File: config.mk
export PLATFORM = sky130hd
export DESIGN_NAME = fifo_wr_arbiter_flat
export DESIGN_NICKNAME = d
export VERILOG_FILES = /design/src/rtl/fifo_wr_arbiter_pkg.sv /design/src/rtl/fifo_wr_arbiter_if.sv /design/src/rtl/fifo_wr_arbiter_rr_select.sv /design/src/rtl/fifo_wr_arbiter.sv /design/src/flat_wrapper.sv
export SDC_FILE = /design/constraint.sdc
export NUM_CORES = 1
export LEC_CHECK = 0
export ABC_AREA = 1
export ABC_CLOCK_PERIOD_IN_PS = 1930
export CAP_MARGIN = 20
export CORE_MARGIN = 2
export CORE_UTILIZATION = 38
export CTS_BUF_LIST = sky130_fd_sc_hd__clkbuf_16
export CTS_CLUSTER_DIAMETER = 150
export DETAILED_ROUTE_END_ITERATION = 10
export GPL_TIMING_DRIVEN = 0
export PLACE_DENSITY = 0.91
export SYNTH_ARGS = -nofsm -noshare
export SYNTH_HDL_FRONTEND = slang
export SYNTH_HIERARCHICAL = 1
export SYNTH_SLANG_ARGS = --single-unit
File: constraint.sdc
create_clock -name clk -period 1.93 [get_ports clk]
set_input_delay 0.386 -clock clk [delete_from_list [all_inputs] [get_ports clk]]
set_output_delay 0.386 -clock clk [all_outputs]
set_load 0.1 [all_outputs]
File: src/rtl/fifo_wr_arbiter_pkg.sv
// fifo_arb_pkg: shared types and round-robin helper for the FIFO port arbiters
package fifo_arb_pkg;
  typedef enum logic {IDLE, BURST} state_t;
  localparam int MAX_REQ = 16;
  localparam int MAX_BURST_DEF = 4;
  localparam int CNT_W = $clog2(MAX_BURST_DEF + 1);
  function automatic logic [3:0] rr_pick(input logic [MAX_REQ-1:0] req, input logic [3:0] ptr, input int n);
    logic [3:0] s;
    int idx;
    s = '0;
    for (int i = MAX_REQ; i >= 1; i--) begin
      idx = (int'(ptr) + i) % n;
      if (i <= n && req[idx]) s = 4'(idx);
    end
    return s;
  endfunction
endpackage

File: src/rtl/fifo_wr_arbiter_if.sv
// fifo_wr_arbiter_if: requester bundle plus FIFO write side of the arbiter
interface fifo_wr_arbiter_if #(
  parameter int NUM_REQ = 4,
  parameter int WIDTH = 8
);
  logic [NUM_REQ-1:0] req;
  logic [NUM_REQ*WIDTH-1:0] req_data;
  logic [NUM_REQ-1:0] req_last;
  logic [NUM_REQ-1:0] req_ack;
  logic wfull;
  logic winc;
  logic [WIDTH-1:0] wdata;
  logic [NUM_REQ-1:0] grant;
  logic busy;
  modport master (output req, req_data, req_last, wfull, input req_ack, winc, wdata, grant, busy);
  modport slave (input req, req_data, req_last, wfull, output req_ack, winc, wdata, grant, busy);
endinterface

File: src/rtl/fifo_wr_arbiter_rr_select.sv
// rr_select: combinational round-robin pick starting just above ptr
module rr_select
  import fifo_arb_pkg::*;
#(
  parameter int N = 4,
  parameter int IW = $clog2(N)
) (
  input  logic [N-1:0]  req,
  input  logic [IW-1:0] ptr,
  output logic          valid,
  output logic [IW-1:0] sel
);
  assign valid = |req;
  assign sel = IW'(rr_pick(MAX_REQ'(req), 4'(ptr), N));
endmodule

File: src/rtl/fifo_wr_arbiter.sv
// fifo_wr_arbiter: round-robin burst-locking arbiter for one FIFO write port
module fifo_wr_arbiter
  import fifo_arb_pkg::*;
#(
  parameter int NUM_REQ = 4,
  parameter int WIDTH = 8,
  parameter int MAX_BURST = MAX_BURST_DEF
) (
  input logic clk,
  input logic rst,
  fifo_wr_arbiter_if.slave bus
);
  localparam int IW = $clog2(NUM_REQ);
  localparam int BW = (MAX_BURST == MAX_BURST_DEF) ? CNT_W : $clog2(MAX_BURST + 1);
  state_t state, state_nx;
  logic [NUM_REQ-1:0] grant;
  logic [IW-1:0] rr_ptr, sel;
  logic [BW-1:0] beat_cnt;
  logic valid, beat, done;
  // rr_ptr doubles as the owner index while bursting: it is only moved at grant time
  rr_select #(.N(NUM_REQ), .IW(IW)) u_sel (.req(bus.req), .ptr(rr_ptr), .valid(valid), .sel(sel));
  // beat decode and next state; a beat that is both last and the cap ends the burst once
  always_comb begin
    beat = (state == BURST) & bus.req[rr_ptr] & ~bus.wfull;
    done = beat & (bus.req_last[rr_ptr] | (beat_cnt == BW'(MAX_BURST - 1)));
    state_nx = (state == IDLE) ? (valid ? BURST : IDLE) : (done ? IDLE : BURST);
  end
  assign bus.winc = beat;
  assign bus.wdata = bus.req_data[int'(rr_ptr)*WIDTH +: WIDTH];
  assign bus.req_ack = beat ? NUM_REQ'(1) << rr_ptr : '0;
  assign bus.grant = grant;
  assign bus.busy = (state == BURST);
  // state, owner, priority pointer and beat counter
  always_ff @(posedge clk) begin
    if (rst) begin
      state <= IDLE;
      grant <= '0;
      rr_ptr <= IW'(NUM_REQ - 1);
      beat_cnt <= '0;
    end else begin
      state <= state_nx;
      if (state == IDLE && valid) begin
        grant <= NUM_REQ'(1) << sel;
        rr_ptr <= sel;
        beat_cnt <= '0;
      end else if (done) begin
        grant <= '0;
        beat_cnt <= '0;
      end else if (beat) begin
        beat_cnt <= beat_cnt + 1'b1;
      end
    end
  end
endmodule
File: src/flat_wrapper.sv
// flat-port wrapper written by rule: the top's interface ports become plain ports
module fifo_wr_arbiter_flat import fifo_arb_pkg::*;
#(
  parameter int NUM_REQ = 4,
  parameter int WIDTH = 8,
  parameter int MAX_BURST = MAX_BURST_DEF
)
  (clk, rst, bus_req, bus_req_data, bus_req_last, bus_wfull, bus_req_ack, bus_winc, bus_wdata, bus_grant, bus_busy);
  fifo_wr_arbiter_if #(.NUM_REQ(NUM_REQ), .WIDTH(WIDTH)) bus_i ();
  input logic clk;
  input logic rst;
  input wire logic [$bits(bus_i.req)-1:0] bus_req;
  input wire logic [$bits(bus_i.req_data)-1:0] bus_req_data;
  input wire logic [$bits(bus_i.req_last)-1:0] bus_req_last;
  input wire logic [$bits(bus_i.wfull)-1:0] bus_wfull;
  output wire logic [$bits(bus_i.req_ack)-1:0] bus_req_ack;
  output wire logic [$bits(bus_i.winc)-1:0] bus_winc;
  output wire logic [$bits(bus_i.wdata)-1:0] bus_wdata;
  output wire logic [$bits(bus_i.grant)-1:0] bus_grant;
  output wire logic [$bits(bus_i.busy)-1:0] bus_busy;
  assign bus_i.req = bus_req;
  assign bus_i.req_data = bus_req_data;
  assign bus_i.req_last = bus_req_last;
  assign bus_i.wfull = bus_wfull;
  assign bus_req_ack = bus_i.req_ack;
  assign bus_winc = bus_i.winc;
  assign bus_wdata = bus_i.wdata;
  assign bus_grant = bus_i.grant;
  assign bus_busy = bus_i.busy;
  fifo_wr_arbiter #(.NUM_REQ(NUM_REQ), .WIDTH(WIDTH), .MAX_BURST(MAX_BURST)) u_core (.clk(clk), .rst(rst), .bus(bus_i));
endmodule
## Yosys cells after proc, flatten, opt, wreduce, memory -nomap -nowiden

Index checks and enable logic that the tools add are counted.

| storage, ports and cells | value |
|---|---|
| register bits after elaboration | 10 |
| bits in latches | 0 |
| RAM bits | 0 |
| memory bits (read-only) | 0 |
| bits of input ports | 43 |
| output and inout port bits | 18 |
| word-level logic and storage cells | 62 |
| memories | 0 |

| operators by class | value |
|---|---|
| $add $sub $neg | 5 |
| $mul | 0 |
| div/mod/pow operators | 0 |
| order comparisons | 5 |
| equal/unequal tests | 1 |
| shifts and indexed selects | 3 |
| muxes and demuxes | 26 |
| bitwise gates (word level) | 10 |
| reduce and logical (&&, ||, !) cells | 8 |

Operator list:

| cell | number |
|---|---|
| $shiftx 32x6->8 | 1 |
| $lt 3x6->1 const B | 4 |
| $mux 1 | 13 |
| $bmux 1 s3 | 4 |
| $mux 4 | 3 |
| $mux 2 | 4 |
| $reduce_or 2->1 | 4 |
| $shl 1x2->4 const A | 2 |
| $add 2x1->2 const B | 2 |
| $add 2x2->2 const B | 2 |
| $and 1x1->1 const A | 4 |
| $bmux 1 s2 | 2 |
| $reduce_or 4->1 | 1 |
| $add 3x1->3 const B | 1 |
| $and 1x1->1 | 3 |
| $eq 3x2->1 const B | 1 |
| $lt 2x3->1 const B | 1 |
| $reduce_or 3->1 | 1 |
| $not 1->1 | 2 |
| $reduce_bool 2->1 | 1 |
| $logic_and 1x1->1 | 1 |
| $or 1x1->1 | 1 |

## Depth between registers and ports, before layout

| depth | value |
|---|---|
| depth after elaboration | 12 |
| depth in mapped cells | 15 |
| mapped depth without buffers | 14 |

## Cells and area by module

Netlist, hierarchy kept.

Modules (own cells, without submodules):

| module | instances | cells each | area an instance (um^2) | sequential area each (um^2) |
|---|---|---|---|---|
| fifo_wr_arbiter | 1 | 117 | 780.7 | 200.2 |
| rr_select | 1 | 51 | 266.5 | 0.0 |

## Worst setup path after synthesis

OpenSTA, ideal clock, no wires.

| timing | value |
|---|---|
| kind | register -> output |
| start point | register u_core.state, in the netlist u_core/bus.busy |
| end point | output bus_req_ack[1] |
| arrival | 3.052 ns |
| data required time | 1.544 ns |
| path slack | -1.508 ns |
| stages on the path, launching flop included | 7 |
| path buffers | 0 |
| path through | dfxtp_1 inv_1 nor2_1 inv_1 nor2_8 inv_4 nor2_1 |

| on the way | value |
|---|---|
| word-level cells in the longest chain between the ends | 3 |

Ends and longest elaborated chain:

| item | RTL line | source |
|---|---|---|
| from (decl) | fifo_wr_arbiter.sv:15 | `state_t state, state_nx;` |
| from (signal assigned) | fifo_wr_arbiter.sv:41 | `state <= state_nx;` |
| $and 1x1->1 (2 in series) | fifo_wr_arbiter.sv:24 | `beat = (state == BURST) & bus.req[rr_ptr] & ~bus.wfull;` |
| named net bus_winc | flat_wrapper.sv:17 | `output wire logic [$bits(bus_i.winc)-1:0] bus_winc;` |
| $mux 4 | fifo_wr_arbiter.sv:30 | `assign bus.req_ack = beat ? NUM_REQ'(1) << rr_ptr : '0;` |
| to (decl) | flat_wrapper.sv:16 | `output wire logic [$bits(bus_i.req_ack)-1:0] bus_req_ack;` |

The timed path passes the listed nets, and every way through them passes these cells.

## Worst setup path after layout

| timing | value |
|---|---|
| start point | register u_core.rr_ptr[0] |
| end point | output bus_req_ack[3] |

| on the way | value |
|---|---|
| word-level cells in the longest chain between the ends | 5 |
| elaborated cells between the ends (all ways) | 6 |
| classes of those cells | 1 x shift; 3 x mux; 2 x bitwise |

Ends and longest elaborated chain:

| item | RTL line | source |
|---|---|---|
| from (decl) | fifo_wr_arbiter.sv:17 | `logic [IW-1:0] rr_ptr, sel;` |
| from (signal assigned) | fifo_wr_arbiter.sv:38 | `rr_ptr <= IW'(NUM_REQ - 1);` |
| from (signal assigned) | fifo_wr_arbiter.sv:44 | `rr_ptr <= sel;` |
| $bmux 1 s2 | fifo_wr_arbiter.sv:24 |  |
| $mux 1 (not written as such) | fifo_wr_arbiter.sv:24 |  |
| $and 1x1->1 (2 in series) | fifo_wr_arbiter.sv:24 |  |
| $mux 4 (*) | fifo_wr_arbiter.sv:30 |  |

Every way passes the cells marked *; elsewhere a longest branch is shown, timed or not. The select of a mux whose other input is x is not followed.

==> impl_metrics.env <==
export IMPL_cp_max_fo=7
export IMPL_drtIter0Drc=49
export IMPL_numCtsBuffers=3
export IMPL_leakage_nw=0.962
export IMPL_comb_power_share_pct=71.9
export IMPL_initial_core_util_pct=39.0
export IMPL_cts_tree="yes"
export IMPL_synth_cell_types=26
export IMPL_drc_errors=0
export IMPL_finalCriticalPeriod_ps=1940
export IMPL_max_cap_violations=0
export IMPL_internal_power_mw=1.01
export IMPL_tightestPinTransition_ps=959
export IMPL_vdd_ir_drop_max_v=0.00117
export IMPL_final_cell_count_no_fill=271
export IMPL_clock_fmax_mhz=515
export IMPL_timing_rr_start="u_core/rr_ptr[0]$_SDFFE_PP1P_"
export IMPL_finalSetupViolations=1
export IMPL_grt_start_max_net_pins=11
export IMPL_whs_ps=472
export IMPL_die_w_um=56.5
export IMPL_syn_cell_area_um2=1050
export IMPL_coreArea_um2=2690
export IMPL_antenna_cells=0
export IMPL_area_growth_synth_to_final_pct=89.1
export IMPL_place_inst=259
export IMPL_setup_ws_ps=-12.6
export IMPL_cts_max_level=1
export IMPL_slew_headroom_pct=36.3
export IMPL_first_pass_iters=4
export IMPL_worstHoldStart="u_core/bus.grant[3]$_SDFFE_PP0P_"
export IMPL_startpoint_type="flop"
export IMPL_power_switching_mw=1.34
export IMPL_worstHoldPathCells=2
export IMPL_finClkSkew_ps=2.70
export IMPL_final_common_cell="nand2_1"
export IMPL_violations="negative setup slack"
export IMPL_maxSlewViolCount=0
export IMPL_drive_above_1_share_pct=32.9
export IMPL_min_path_type="reg2reg"
export IMPL_die_y_um=56.5
export IMPL_clockPowerShare_pct=15.8
export IMPL_netlist_instances=168
export IMPL_rr_worst_depth=14
export IMPL_power_density_nw_per_um2=1190
export IMPL_endpoint_kind="output port"
export IMPL_synth_warnings=6
export IMPL_nets=286
export IMPL_drt_antenna_violating_nets=0
export IMPL_tns_ps=-12.6
export IMPL_clockBufferDepth=2
export IMPL_reg2reg_slack_ps=50
export IMPL_clk_latency_ps=240
export IMPL_grt_pass1_wl_um=5710
export IMPL_clk_pin_slew_ps=40
export IMPL_row_count=19
export IMPL_post_route_period_util_pct=101
export IMPL_post_drt_wl_per_cell_um=13.6
export IMPL_dp_hpwl_um=2480
export IMPL_dpl_instance_area_um2=1760
export IMPL_gp_congestion=0.824
export IMPL_final_cell_area_um2=1980
export IMPL_status="finished with violations"
export IMPL_worst_hold_path_endpoint="u_core/bus.grant[3]$_SDFFE_PP0P_"
export IMPL_vias=1379
export IMPL_clock_sinks=10
export IMPL_critPathKind="reg2out"
export IMPL_drt_vias_per_instance=5.09
export IMPL_port_buffer_count=60
export IMPL_final_cell_mix="49 x nand2_1, 37 x clkdlybuf4s50_1, 18 x nand3_1"
export IMPL_grt_pass1_vias=1336
export IMPL_cts_root_buffer="clkbuf_16"
export IMPL_syn_avg_cell_area_um2=6.23
export IMPL_syn_nets=213
export IMPL_r2r_end="u_core/bus.grant[0]$_SDFFE_PP0P_"
export IMPL_seq_power_share_pct=12.3
export IMPL_antenna_found_initial=0
export IMPL_ios=61
export IMPL_worstPathArrival_ps=1560
export IMPL_swShare_pct=56.9
export IMPL_required_ps=1540
export IMPL_final_hold_violation_count=0
export IMPL_rsz0062_at_grt="yes"
export IMPL_overflow=0
export IMPL_wl_um=3700
export IMPL_ys_seq_elements=10
export IMPL_gr_usage_all_layers_pct=21.9
export IMPL_yosysSeqAreaShare_pct=19.1
export IMPL_die_area_um2=3190
[logic make-up after synthesis]
kind of cell | share of synthesized area [%]
simple gates | 50.9
compound gates | 15.4
flops | 19.1
fa+ha+maj | 2.39
buf+inv | 12.2
[cell usage after synthesis]
cell | n | area share [%]
nand4_1 | 2 | 1.2
nand2_2 | 8 | 4.8
a21oi_1 | 2 | 0.96
inv_2 | 3 | 1.1
nor2_1 | 7 | 2.5
a22oi_1 | 7 | 5.0
buf_4 | 1 | 0.72
nor2_4 | 2 | 2.2
inv_1 | 19 | 6.8
nand2_1 | 50 | 18
dfxtp_1 | 10 | 19
o21ai_1 | 1 | 0.48
o21ai_2 | 3 | 2.5
o211ai_1 | 1 | 0.72
nand3_2 | 1 | 0.96
a21oi_2 | 4 | 3.3
buf_6 | 1 | 1.1
nor3_2 | 3 | 2.9
o21ai_0 | 5 | 2.4
inv_4 | 3 | 1.8
nand2_4 | 3 | 3.2
clkbuf_1 | 2 | 0.72
nand3b_1 | 2 | 1.4
nand3_1 | 25 | 12
nor2_8 | 1 | 1.9
ha_1 | 2 | 2.4
[worst max-delay path by stage]
| stage | startpoint | endpoint | cells past startpoint |
|---|---|---|---|
| floorplan | u_core/rr_ptr[0]$_SDFFE_PP1P_ | bus_req_ack[0] | 8 |
| global placement | bus_req[2] | bus_req_ack[0] | 8 |
| detailed placement | bus_req[2] | bus_req_ack[0] | 8 |
| CTS | u_core/rr_ptr[1]$_SDFFE_PP1P_ | bus_req_ack[3] | 8 |
| global route | u_core/rr_ptr[0]$_SDFFE_PP1P_ | bus_req_ack[3] | 8 |
| finish | u_core/rr_ptr[0]$_SDFFE_PP1P_ | bus_req_ack[3] | 8 |
[power groups by stage]
stage	clock [mW]	combinational (mW)	sequential [mW]
floorplan	0	1.04	0.444
global placement	0	1.55	0.281
detailed placement	0	1.56	0.282
CTS	0.374	1.64	0.287
global route	0.391	1.78	0.294
finish	0.371	1.69	0.290
[registers in the layout, indices dropped and copies added (netlist names)]
register,count
u_core/bus.grant,4
u_core/rr_ptr,2
u_core/beat_cnt,3
u_core/bus.busy,1
[per-layer routing]
layer | up-vias | part of all wire [%] | global-route usage (%) | wire length [um]
met1 | 637 | 41 | 26.8 | 1510
met4 | 0 | 1.4 | 3.06 | 53
met2 | 45 | 52 | 38.7 | 1930
met5 | - | 0 | 0 | 0
li1 | 691 | - | - | -
met3 | 6 | 5.3 | 6.22 | 197
[area by class of cell]
class	count	area [um^2]
Sequential cell	10	211
Tap cell	31	38.8
Clock inverter	1	3.75
Fill cell	174	706
Inverter	25	116
Timing Repair Buffer	70	709
Multi-Input combinational cell	129	810
Clock buffer	3	75.1
Buffer	2	16.3
[repair_timing]
action                     in CTS  in global routing
setup endpoints to repair      18                 16
buffers inserted                9                  1
pin swaps                       9                  2
hold buffers                    0                  0
resized for setup             114                 16
[through the flow]
stage               util (%)  power [mW]  setup WS [ps]
finish                  73.7        2.35          -12.6
global route            73.7        2.47          -73.1
CTS                     72.0        2.30          -25.7
detailed placement      65.6        1.85          -1200
global placement        65.6        1.83          -1190
floorplan                  -        1.49           -595
[worst max-delay path, cell delays in order (launching register included)]
cell and delay (ps):
dfxtp_4 370, inv_6 80, nand3_1 80, nand2_1 130, nor2_4 60, nor2_8 140
inv_8 70, nor3_4 160, buf_12 200
Note: power is estimated with default switching activity, not from simulation.
